<file path="src/rtl/multi_pattern_pwm.sv">
// Multi-channel pattern PWM: each channel plays a bit pattern, holding each bit for
// 'duty' cycles, then idles for 'gap' cycles, repeating 'num' times (0 = forever).
module multi_pattern_pwm #(
  parameter int CH_NUM     = 4,
  parameter int _PAT_WIDTH = 16,
  parameter int _GAP_WIDTH = 16
) (
  input  logic                  sys_clk,
  input  logic                  sys_rst_n,
  input  logic [CH_NUM-1:0]     pwm_en,
  input  logic                  start,
  input  logic                  cfg_wr,
  input  logic [2:0]            cfg_ch,
  input  logic [7:0]            cfg_duty,
  input  logic [_GAP_WIDTH-1:0] cfg_gap,
  input  logic [7:0]            cfg_num,
  input  logic [_PAT_WIDTH-1:0] cfg_pat,
  input  logic                  cfg_inv,
  output logic [CH_NUM-1:0]     pwm_out,
  output logic [CH_NUM-1:0]     busy,
  output logic [CH_NUM-1:0]     valid
);

  localparam int BIT_W = (_PAT_WIDTH > 1) ? $clog2(_PAT_WIDTH) : 1;
  localparam logic [BIT_W-1:0]      LAST_BIT = BIT_W'(_PAT_WIDTH - 1);
  localparam logic [_GAP_WIDTH-1:0] GAP_ONE  = {{(_GAP_WIDTH-1){1'b0}}, 1'b1};
  localparam logic [_GAP_WIDTH-1:0] GAP_ZERO = '0;

  typedef enum logic [1:0] {
    ST_IDLE,
    ST_PAT,
    ST_GAP,
    ST_DONE
  } state_t;

  for (genvar i = 0; i < CH_NUM; i++) begin : gen_ch
    state_t                  r_state;
    logic [7:0]              r_shDuty;
    logic [_GAP_WIDTH-1:0]   r_shGap;
    logic [7:0]              r_shNum;
    logic [_PAT_WIDTH-1:0]   r_shPat;
    logic                    r_shInv;
    logic [7:0]              r_actDuty;
    logic [_GAP_WIDTH-1:0]   r_actGap;
    logic [7:0]              r_actNum;
    logic [_PAT_WIDTH-1:0]   r_actPat;
    logic                    r_actInv;
    logic [7:0]              r_dutyCnt;
    logic [_GAP_WIDTH-1:0]   r_gapCnt;
    logic [BIT_W-1:0]        r_bitIdx;
    logic [7:0]              r_pulseCnt;
    logic                    r_pwm;
    logic                    r_busy;
    logic                    r_valid;

    logic                    w_wrSel;
    logic [7:0]              w_dutyLast;
    logic                    w_dutyEnd;
    logic                    w_lastBit;
    logic [BIT_W-1:0]        w_nextBit;
    logic                    w_pulseEnd;
    logic                    w_reachedNum;
    logic                    w_load;

    // A channel index outside 0..CH_NUM-1 never matches any generated channel.
    assign w_wrSel    = cfg_wr && (cfg_ch == 3'(i));
    assign w_dutyLast = (r_actDuty == 8'd0) ? 8'd0 : r_actDuty - 8'd1;
    assign w_dutyEnd  = (r_dutyCnt == w_dutyLast);
    assign w_lastBit  = (r_bitIdx == LAST_BIT);
    assign w_nextBit  = r_bitIdx + BIT_W'(1);

    assign w_pulseEnd = ((r_state == ST_PAT) && w_dutyEnd && w_lastBit && (r_actGap == GAP_ZERO)) ||
                        ((r_state == ST_GAP) && (r_gapCnt == r_actGap - GAP_ONE));
    assign w_reachedNum = (r_actNum != 8'd0) && ((r_pulseCnt + 8'd1) == r_actNum);
    assign w_load       = ((r_state == ST_IDLE) && start) || (w_pulseEnd && !w_reachedNum);

    always_ff @(posedge sys_clk) begin
      if (!sys_rst_n) begin
        r_state    <= ST_IDLE;
        r_shDuty   <= 8'd1;
        r_shGap    <= '0;
        r_shNum    <= 8'd0;
        r_shPat    <= '0;
        r_shInv    <= 1'b0;
        r_actDuty  <= 8'd1;
        r_actGap   <= '0;
        r_actNum   <= 8'd0;
        r_actPat   <= '0;
        r_actInv   <= 1'b0;
        r_dutyCnt  <= 8'd0;
        r_gapCnt   <= '0;
        r_bitIdx   <= '0;
        r_pulseCnt <= 8'd0;
        r_pwm      <= 1'b0;
        r_busy     <= 1'b0;
        r_valid    <= 1'b0;
      end else begin
        if (w_wrSel) begin
          r_shDuty <= cfg_duty;
          r_shGap  <= cfg_gap;
          r_shNum  <= cfg_num;
          r_shPat  <= cfg_pat;
          r_shInv  <= cfg_inv;
        end
        r_valid <= 1'b0;
        if (!pwm_en[i]) begin
          r_state    <= ST_IDLE;
          r_busy     <= 1'b0;
          r_pwm      <= r_shInv;
          r_dutyCnt  <= 8'd0;
          r_gapCnt   <= '0;
          r_bitIdx   <= '0;
          r_pulseCnt <= 8'd0;
        end else if (w_load) begin
          // Reload reads the pre-write shadow, so a same-cycle write lands one pulse later.
          r_actDuty <= r_shDuty;
          r_actGap  <= r_shGap;
          r_actNum  <= r_shNum;
          r_actPat  <= r_shPat;
          r_actInv  <= r_shInv;
          r_state   <= ST_PAT;
          r_bitIdx  <= '0;
          r_dutyCnt <= 8'd0;
          r_gapCnt  <= '0;
          r_pwm     <= r_shPat[0] ^ r_shInv;
          r_busy    <= 1'b1;
          if (r_state == ST_IDLE) begin
            r_pulseCnt <= 8'd0;
          end else if (r_actNum != 8'd0) begin
            r_pulseCnt <= r_pulseCnt + 8'd1;
          end
        end else if (w_pulseEnd) begin
          r_state    <= ST_DONE;
          r_valid    <= 1'b1;
          r_busy     <= 1'b0;
          r_pwm      <= r_actInv;
          r_pulseCnt <= 8'd0;
        end else begin
          case (r_state)
            ST_IDLE: begin
              r_pwm <= r_shInv;
            end
            ST_PAT: begin
              if (w_dutyEnd) begin
                r_dutyCnt <= 8'd0;
                if (w_lastBit) begin
                  r_state  <= ST_GAP;
                  r_gapCnt <= '0;
                  r_pwm    <= r_actInv;
                end else begin
                  r_bitIdx <= w_nextBit;
                  r_pwm    <= r_actPat[w_nextBit] ^ r_actInv;
                end
              end else begin
                r_dutyCnt <= r_dutyCnt + 8'd1;
              end
            end
            ST_GAP: begin
              r_gapCnt <= r_gapCnt + GAP_ONE;
            end
            ST_DONE: begin
              r_state <= ST_IDLE;
              r_pwm   <= r_shInv;
            end
            default: begin
              r_state <= ST_IDLE;
              r_busy  <= 1'b0;
              r_pwm   <= r_shInv;
            end
          endcase
        end
      end
    end

    assign pwm_out[i] = r_pwm;
    assign busy[i]    = r_busy;
    assign valid[i]   = r_valid;
  end

endmodule
</file>
<file path="config.mk">
export PLATFORM = sky130hd
export DESIGN_NAME = multi_pattern_pwm
export DESIGN_NICKNAME = d
export VERILOG_FILES = /design/src/rtl/multi_pattern_pwm.sv
export SDC_FILE = /design/constraint.sdc
export NUM_CORES = 1
export LEC_CHECK = 0
export ABC_AREA = 1
export BUFFER_PORTS_ARGS = -buffer_cell sky130_fd_sc_hd__buf_4
export CAP_MARGIN = 5
export CELL_PAD_IN_SITES_DETAIL_PLACEMENT = 1
export CELL_PAD_IN_SITES_GLOBAL_PLACEMENT = 1
export CORE_MARGIN = 2
export CORE_UTILIZATION = 41
export CTS_CLUSTER_SIZE = 12
export DETAILED_ROUTE_END_ITERATION = 10
export PLACE_DENSITY = 0.81
export RECOVER_POWER = 25
export SLEW_MARGIN = 5
export SYNTH_ARGS = -nofsm -noshare
export SYNTH_HDL_FRONTEND = slang
export SYNTH_SLANG_ARGS = --single-unit
</file>
<file path="constraint.sdc">
create_clock -name sys_clk -period 2.27 [get_ports sys_clk]
set_input_delay 0.454 -clock sys_clk [delete_from_list [all_inputs] [get_ports sys_clk]]
set_output_delay 0.454 -clock sys_clk [all_outputs]
set_load 0.02 [all_outputs]
</file>
* Yosys cells after proc, flatten, opt, wreduce, memory -nomap -nowiden
Cells that the tools add are included.
** Word-level totals
- Flip-flop bits (word level) :: 556
- Input bits :: 60
- Output and inout port bits :: 12
** Cells by class
- Order comparisons :: 4
- Muxes and demuxes :: 100
- $add $sub $neg :: 24
- Reductions and logical operators :: 121
- Equal/unequal tests :: 67
- Bitwise operators :: 21
** Operators by type and width (count)
- 8-bit 2-to-1 mux :: 24
- 16-bit 2-to-1 mux :: 8
- 16-bit one-hot mux with 2 select lines :: 4
- 16-bit by 1-bit adder with 16-bit output (second input constant) :: 4
- 8-bit by 1-bit adder with 8-bit output (second input constant) :: 8
- 16-bit equality test :: 4
- 8-bit equality test :: 8
- 16-bit zero test :: 4
- 16-bit by 1-bit subtractor with 16-bit output (second input constant) :: 4
- 1-bit 2-to-1 mux :: 40
- 2-bit AND reduction :: 20
- 1-bit logical AND :: 32
- 8-bit zero test :: 4
- 4-bit != test (second input constant) :: 8
- 4-bit AND reduction :: 8
- 8-bit nonzero test :: 4
- 8-bit by 1-bit subtractor with 8-bit output (second input constant) :: 4
- 2-bit 2-to-1 mux :: 12
- 3-bit != test (second input constant) :: 8
- 3-bit AND reduction :: 8
- 4-bit by 5-bit < comparator with 1-bit output (second input constant) :: 4
- 5-bit by 2-bit != test with 1-bit output (second input constant) :: 4
- 5-bit != test (second input constant) :: 4
- 4-bit by 1-bit adder with 4-bit output (second input constant) :: 4
- 21 further kinds :: 105

* Longest topological paths before layout
Gate-level depths: netlist of the first run.
- Depth in word-level cells :: 11
- Depth in mapped cells :: 21

* Worst setup path before layout of the first run
Ideal clock, no wire load.
- Path kind :: reg2reg
- Start point :: register gen_ch[3].r_actDuty[0]
- End point :: register gen_ch[3].r_actDuty[7]
- Required time :: 2155 ps
- Arrival :: 2257 ps
- Path slack :: -102 ps
- Stages on the path, launching flop included :: 21
- Buffers on the path :: 3
- Period minus slack after synthesis :: 2372 ps
- Path through :: dfxtp_1 inv_1 ha_1 nand2_2 nor2_4 nand3_2 buf_4 nand3_1 nand2_1 nand2_1 nand2_1 nor2_2 nand4_1 nand3_2 nand2_4 inv_4 nand2_2 buf_6 buf_6 o21ai_2 a21oi_2
** Between the ends
- Word-level cells in the longest chain between the ends :: 10
** RTL lines
- from (decl) :: RTL line 43 : logic [7:0] r_actDuty;
- from (signal assigned) :: RTL line 116 : r_actDuty <= r_shDuty;
- 8-bit by 1-bit subtractor with 8-bit output or 8-bit zero test (tied branches) :: RTL line 67 : assign w_dutyLast = (r_actDuty == 8'd0) ? 8'd0 : r_actDuty - 8'd1;
- 8-bit 2-to-1 mux * :: RTL line 67
- 8-bit equality test * :: RTL line 68 : assign w_dutyEnd = (r_dutyCnt == w_dutyLast);
- 1-bit logical AND * (3 in a row) :: RTL line 72 : assign w_pulseEnd = ((r_state == ST_PAT) && w_dutyEnd && w_lastBit && (r_actGap == GAP_ZERO)) ||
- 1-bit logical OR * :: RTL line 72
- 1-bit logical AND * :: RTL line 75 : assign w_load = ((r_state == ST_IDLE) && start) || (w_pulseEnd && !w_reachedNum);
- 1-bit logical OR * :: RTL line 75
- 2-bit AND reduction (no line) *
Every way passes the cells marked *; elsewhere a longest branch is shown, timed or not.
A chain may end at the register's enable or synchronous reset.

* Final worst setup path of the first run
- Start point :: register gen_ch[1].r_actDuty[1]
- End point :: register gen_ch[1].r_actDuty[2]
** Between the ends
- Word-level cells in the longest chain between the ends :: 10
** RTL lines (RTL line)
- from (decl) :: 43
- from (signal assigned) :: 116
- 8-bit by 1-bit subtractor with 8-bit output or 8-bit zero test (tied branches) :: 67
- 8-bit 2-to-1 mux * :: 67
- 8-bit equality test * :: 68
- 1-bit logical AND * (3 in a row) :: 72
- 1-bit logical OR * :: 72
- 1-bit logical AND * :: 75
- 1-bit logical OR * :: 75
- 2-bit AND reduction (no line) *
Marks and branches as above.

==> results.sh, run 1 <==
export IMPL_rsz0062_at_grt="true"
export IMPL_grt_overflow=0
export IMPL_cp_data_required_time_ns=2.84
export IMPL_route_detailed_drc=0
export IMPL_ant_nets=0
export IMPL_grt_pass1_wl_mm=173
export IMPL_clk_latency_ns=0.68
export IMPL_cp_slowest_stage_delay_ns=0.35
export IMPL_drtIter0Drc=2913
export IMPL_syn2layout_area_growth_pct=39.1
export IMPL_fp_dieW_um=267
export IMPL_drt_wl_total_mm=137
export IMPL_fin_nets=4777
export IMPL_final_hold_viol_count=0
export IMPL_worstPathArrival_ns=3.41
export IMPL_die_area_um2=71500
export IMPL_fillers=8299
export IMPL_netlist_area_um2=28400
export IMPL_ys_top_cells_by_area="dfxtp_1, nand2_1, nor2_1, o21ai_0, a21oi_1"
export IMPL_violations="setup timing"
export IMPL_hold_class="in -> reg"
export IMPL_clockRootBuffer="clkbuf_16"
export IMPL_grt_max_degree=82
export IMPL_fin_skew_ns=0.0324
export IMPL_synth_cell_types=57
export IMPL_io_buffer_count=71
export IMPL_final_util_pct=57.7
export IMPL_path_class="reg -> reg"
export IMPL_cts_tree="built"
export IMPL_cp_num_buf_inv=5
export IMPL_cts_buffer_depth=3
export IMPL_ctsHtreeMaxLevel=2
export IMPL_cts_made_buffers=61
export IMPL_status="finished with violations"
export IMPL_wl_per_cell_um=24.2
export IMPL_drive_gt1_share_pct=29.6
export IMPL_hpwl_mm=70.2
export IMPL_boundaryPins=72
export IMPL_chipHeight_um=267
export IMPL_worstPathMaxFanout=6
export IMPL_grt_pass1_vias=32500
export IMPL_synth_nets=4250
export IMPL_vias_per_cell=5.88
export IMPL_place_congestion=0.889
export IMPL_num_rows=96
export IMPL_start_util_pct=41.4
export IMPL_relSlewSlack_pct=21.6
export IMPL_antenna_found_initial=6
export IMPL_worst_pin_slew_ns=1.18
export IMPL_avgSynthCellArea_um2=6.85
export IMPL_cp_common_cell="nand2_1"
export IMPL_p_leak_nw=16.7
export IMPL_core_um2=68600
export IMPL_yosys_area_top_type_share_pct=39.2
export IMPL_grt_usage_pct=30.3
export IMPL_place_area_um2=32800
export IMPL_final_cell_mix="nand2_1, nor2_1, dfxtp_1"
export IMPL_worstSetupEndpointType="flip-flop"
export IMPL_ys_ff_latch=556
export IMPL_synth_cells=4150
export IMPL_layout_commonest_cell="nand2_1"
export IMPL_fin_ws_ns=-0.570
export IMPL_slowest_stage="dfxtp_2"
export IMPL_synth_top_area_cell="dfxtp_1"
export IMPL_cp_cell_sequence="inv_2 -> ha_4 -> nand3_4 -> nand2_1 -> nand2_1 -> nand2_1 -> nand2_1 -> nor2_1 -> nand2_1 -> nor2_4 -> buf_6 -> nand3_4 -> nand3_4 -> nand2_4 -> clkinv_8 -> buf_4 -> clkbuf_16 -> nand3_1 -> a21oi_1"
export IMPL_firstDrtPassIters=7
export IMPL_fin_crit_sh_pct=125
export IMPL_final_max_slew_viol_count=0
export IMPL_period_minus_slack_ns=2.84
export IMPL_maxCapViolCount=0
export IMPL_fmax_ghz=0.352
export IMPL_path_clk_slew_ns=0.07
export IMPL_yosys_warnings=0
export IMPL_stdcell_area_um2=39600
export IMPL_crit_family="simple AND/OR/NAND/NOR gates"
export IMPL_setup_viol=360
export IMPL_clock_sinks=556
export IMPL_synth_seq_area_share_pct=39.2
export IMPL_p_per_area_nw_per_um2=677
export IMPL_irDropWorstVdd_v=0.000755
export IMPL_via_count=33300
export IMPL_startpoint_type="flip-flop"
## path summary, 6_finish.rpt
check	from	to	slack (ns)	cells after the start
hold / removal	cfg_pat[3]	gen_ch[3].r_shPat[3]	0.12	3
hold reg to reg	gen_ch[0].r_actPat[12]	gen_ch[0].r_actPat[12]	0.45	2
setup reg to reg	gen_ch[1].r_actDuty[1]	gen_ch[1].r_actDuty[2]	-0.57	19
setup / recovery	gen_ch[1].r_actDuty[1]	gen_ch[1].r_actDuty[2]	-0.57	19
## synth_stat cells (all sizes together)
cell       n
dfxtp    556
clkinv     4
nor3b      5
o211ai    22
a211oi     4
a21boi     1
and2       1
xnor3      1
a31o       1
o2111ai    1
o21bai     2
buf       63
nand3b    15
o21ai    391
a22oi      4
a21o       2
nor2     693
o22ai     11
a21oi    357
clkbuf   115
nor3      47
a31oi      1
nand2    797
nand3    325
xnor2     36
ha        40
o41ai      1
nor4      17
o21a       2
xor2     123
nand4     82
a311oi     1
inv      414
or2       15
## cell type report
class / instances / area, µm² / area share [%]
flip-flops and latches: 556 / 11200 / 28.2
clock buffers: 83 / 1750 / 4.42
clock inverters: 24 / 358 / 0.905
repair buffers: 633 / 5990 / 15.1
diodes: 4 / 10.0 / 0.0253
multi-input cells: 3006 / 17400 / 44.1
repair inverters: 1 / 8.76 / 0.0221
inverters: 418 / 1670 / 4.23
well taps: 931 / 1160 / 2.94
## flip-flops by register name, summed over array words and instances, names as in the netlist
signal             count
gen_ch.r_actDuty      32
gen_ch.r_actGap       64
gen_ch.r_actInv        4
gen_ch.r_actNum       32
gen_ch.r_actPat       64
gen_ch.r_bitIdx       16
gen_ch.r_busy          4
gen_ch.r_dutyCnt      32
gen_ch.r_gapCnt       64
gen_ch.r_pulseCnt     32
gen_ch.r_pwm           4
gen_ch.r_shDuty       32
gen_ch.r_shGap        64
gen_ch.r_shInv         4
gen_ch.r_shNum        32
gen_ch.r_shPat        64
gen_ch.r_state         8
gen_ch.r_valid         4
## where the power goes
| part | leakage [nW] | switching, W | internal, W |
|---|---|---|---|
| logic | 11.2 | 0.00331 | 0.00209 |
| clock network | 1.03 | 0.00472 | 0.00628 |
| registers | 4.53 | 0.000291 | 0.0101 |
| total | 16.7 | 0.00832 | 0.0185 |
## worst register-to-register path: stages, from the launching register on
cell and delay, ns:
dfxtp_2 0.35, inv_2 0.10, ha_4 0.19, nand3_4 0.12
nand2_1 0.16, nand2_1 0.09, nand2_1 0.07, nand2_1 0.07
nor2_1 0.20, nand2_1 0.14, nor2_4 0.19, buf_6 0.13
nand3_4 0.07, nand3_4 0.10, nand2_4 0.09, clkinv_8 0.10
buf_4 0.13, clkbuf_16 0.15, nand3_1 0.10, a21oi_1 0.21
## metal layers
| metal | part of all wire (%) | track usage, % | vias up |
|---|---|---|---|
| met1 | 37 | 35.9 | 16400 |
| met4 | 7.5 | 14.7 | 6 |
| met3 | 6.7 | 4.05 | 695 |
| met5 | 0.047 | 0 | - |
| met2 | 49 | 53.8 | 1571 |
| li1 | - | - | 14600 |
## repair_timing
item                       in CTS  in global routing
hold endpoints to repair        0                  0
cloned                         20                 21
pin swaps                      92                132
gates resized for setup       463                462
setup endpoints to repair     359                360
hold buffers                    0                  0
setup buffers                  51                 35
## cells by family after synthesis
group | synth area share, %
adders and majority gates | 1.76
buffers and inverters | 8.82
DFF | 39.2
xor gates and xnor gates | 4.98
AOI/OAI and AO/OA | 14.7
and+or+nand+nor | 30.6
## through the flow
step                setup slack, ns  power, W  hold WS (ns)  TNS [ns]  cells
finish                       -0.570    0.0268         0.124   -159.75   5656
detailed placement           -0.481    0.0142         0.445   -109.41   5422
global placement             -0.303    0.0141         0.439    -68.11   5422
global route                 -0.662    0.0274         0.121   -196.93   5652
CTS                          -0.236    0.0254        0.0951    -54.99   5598
floorplan                   -0.0251    0.0126         0.429   -0.0332   4150
(Power assumes the default switching activity.)
==> inputs of run 2 (changes only) <==
SKIP_CTS_REPAIR_TIMING = 1   (was default)
==> results.sh, run 2 (same netlist as run 1, synthesis figures left out) <==
export IMPL_status="finished with violations"
export IMPL_violations="capacitance limit, slew limit, setup timing"
export IMPL_boundaryPins=72
export IMPL_relSlewSlack_pct=-10.5
export IMPL_place_congestion=0.889
export IMPL_wl_per_cell_um=19.3
export IMPL_cts_made_buffers=61
export IMPL_maxCapViolCount=1
export IMPL_ant_nets=0
export IMPL_startpoint_type="flip-flop"
export IMPL_clk_latency_ns=0.65
export IMPL_fin_skew_ns=0.0296
export IMPL_power_total_w=0.0253
export IMPL_drt_wl_total_mm=107
export IMPL_clockRootBuffer="clkbuf_16"
export IMPL_chipHeight_um=267
export IMPL_grt_overflow=0
export IMPL_clkPwrFrac_pct=42.3
export IMPL_io_buffer_count=71
export IMPL_rsz0062_at_grt="true"
export IMPL_hpwl_mm=70.2
export IMPL_worst_pin_slew_ns=1.66
export IMPL_combPwrFrac_pct=16.9
export IMPL_antenna_found_initial=6
export IMPL_p_leak_nw=15.7
export IMPL_p_per_area_nw_per_um2=695
export IMPL_setup_viol=360
export IMPL_ctsHtreeMaxLevel=2
export IMPL_vias_per_cell=5.40
export IMPL_layout_commonest_cell="nand2_1"
export IMPL_final_cell_mix="nand2_1, nor2_1, dfxtp_1"
export IMPL_period_minus_slack_ns=2.70
export IMPL_fin_ws_ns=-0.426
export IMPL_final_util_pct=53.1
export IMPL_fin_nets=4697
export IMPL_place_area_um2=32800
export IMPL_num_rows=96
export IMPL_fmax_ghz=0.371
export IMPL_final_max_slew_viol_count=51
export IMPL_p_int_w=0.0180
export IMPL_final_hold_viol_count=0
export IMPL_via_count=30100
export IMPL_fp_dieW_um=267
export IMPL_stdcell_area_um2=36400
export IMPL_drive_gt1_share_pct=20.6
export IMPL_hold_class="in -> reg"
export IMPL_drtIter0Drc=2035
export IMPL_grt_usage_pct=26.8
export IMPL_grt_max_degree=82
export IMPL_route_detailed_drc=0
export IMPL_cts_tree="built"
export IMPL_path_clk_slew_ns=0.07
export IMPL_core_um2=68600
export IMPL_netSwitchingFraction_pct=28.7
export IMPL_fin_crit_sh_pct=119
export IMPL_path_class="reg -> reg"
export IMPL_syn2layout_area_growth_pct=28.1
export IMPL_worstPathArrival_ns=3.24
export IMPL_start_util_pct=41.4
export IMPL_worstSetupEndpointType="flip-flop"
export IMPL_finalHoldWorstSlack_ns=0.132
export IMPL_cts_buffer_depth=3
export IMPL_firstDrtPassIters=7
export IMPL_die_area_um2=71500
export IMPL_grt_pass1_vias=30300
export IMPL_switching_power_w=0.00725
export IMPL_grt_pass1_wl_mm=155
export IMPL_cp_data_required_time_ns=2.81
export IMPL_clock_sinks=556
export IMPL_power_frac_seq_pct=40.8
export IMPL_worstPathMaxFanout=26
export IMPL_irDropWorstVdd_v=0.000708
[run 2: power by group through the flow]
stage	Clock, W	Combinational (W)	Sequential [W]
4_1_cts	0.0107	0.00377	0.0103
3_5_place_dp	0	0.00373	0.0105
6_report	0.0107	0.00428	0.0103
5_1_grt	0.0112	0.00464	0.0104
2_1_floorplan	0	0.00219	0.0105
3_3_place_gp	0	0.00359	0.0105
[run 2: through the flow]
| step | setup slack [ns] | setup TNS [ns] | cells |
|---|---|---|---|
| final | -0.426 | -95.40 | 5573 |
| after global routing | -0.577 | -157.66 | 5572 |
| after CTS | -0.504 | -116.81 | 5529 |
| after detailed placement | -0.481 | -109.41 | 5422 |
| after global placement | -0.303 | -68.11 | 5422 |
| after floorplan | -0.0251 | -0.0332 | 4150 |
[run 2: worst paths after layout]
kind / end / cells past startpoint / start / slack [ns]
worst max-delay path: gen_ch[3].r_actPat[15] / 19 / gen_ch[3].r_actGap[0] / -0.43
worst min-delay path: gen_ch[0].r_shPat[2] / 3 / cfg_pat[2] / 0.13
worst max register to register: gen_ch[3].r_actPat[15] / 19 / gen_ch[3].r_actGap[0] / -0.43
worst min register to register: gen_ch[0].r_actPat[12] / 2 / gen_ch[0].r_actPat[12] / 0.45
[run 2: critical path, stage by stage (launching register included)]
cell     delay, ns
dfxtp_1       0.34
inv_1         0.09
ha_4          0.19
buf_4         0.14
nand3_1       0.12
nand2_1       0.08
nand2_1       0.07
nand3_1       0.11
nor2_1        0.17
nand3_1       0.11
nor2_2        0.13
nand3_2       0.12
nand3_2       0.12
nand2_4       0.07
inv_4         0.09
nand2_8       0.09
buf_12        0.17
buf_12        0.16
o21ai_2       0.15
a21oi_1       0.06
[run 2: layout make-up]
class	count	area [µm²]
well taps	931	1160
flip-flops and latches	556	11100
clock buffers	83	1750
inverters	418	1600
clock inverters	24	358
repair buffers	557	4780
diodes	1	2.50
fillers	8736	32200
multi-input cells	3003	15600
[run 2: per-layer routing]
metal	vias to the layer above	track usage, %	part of all wire, %
li1	14400	-	-
met1	14700	33.1	42
met2	742	47.4	49
met3	258	3.28	4.4
met4	6	10.6	4.7
met5	-	0	0.038
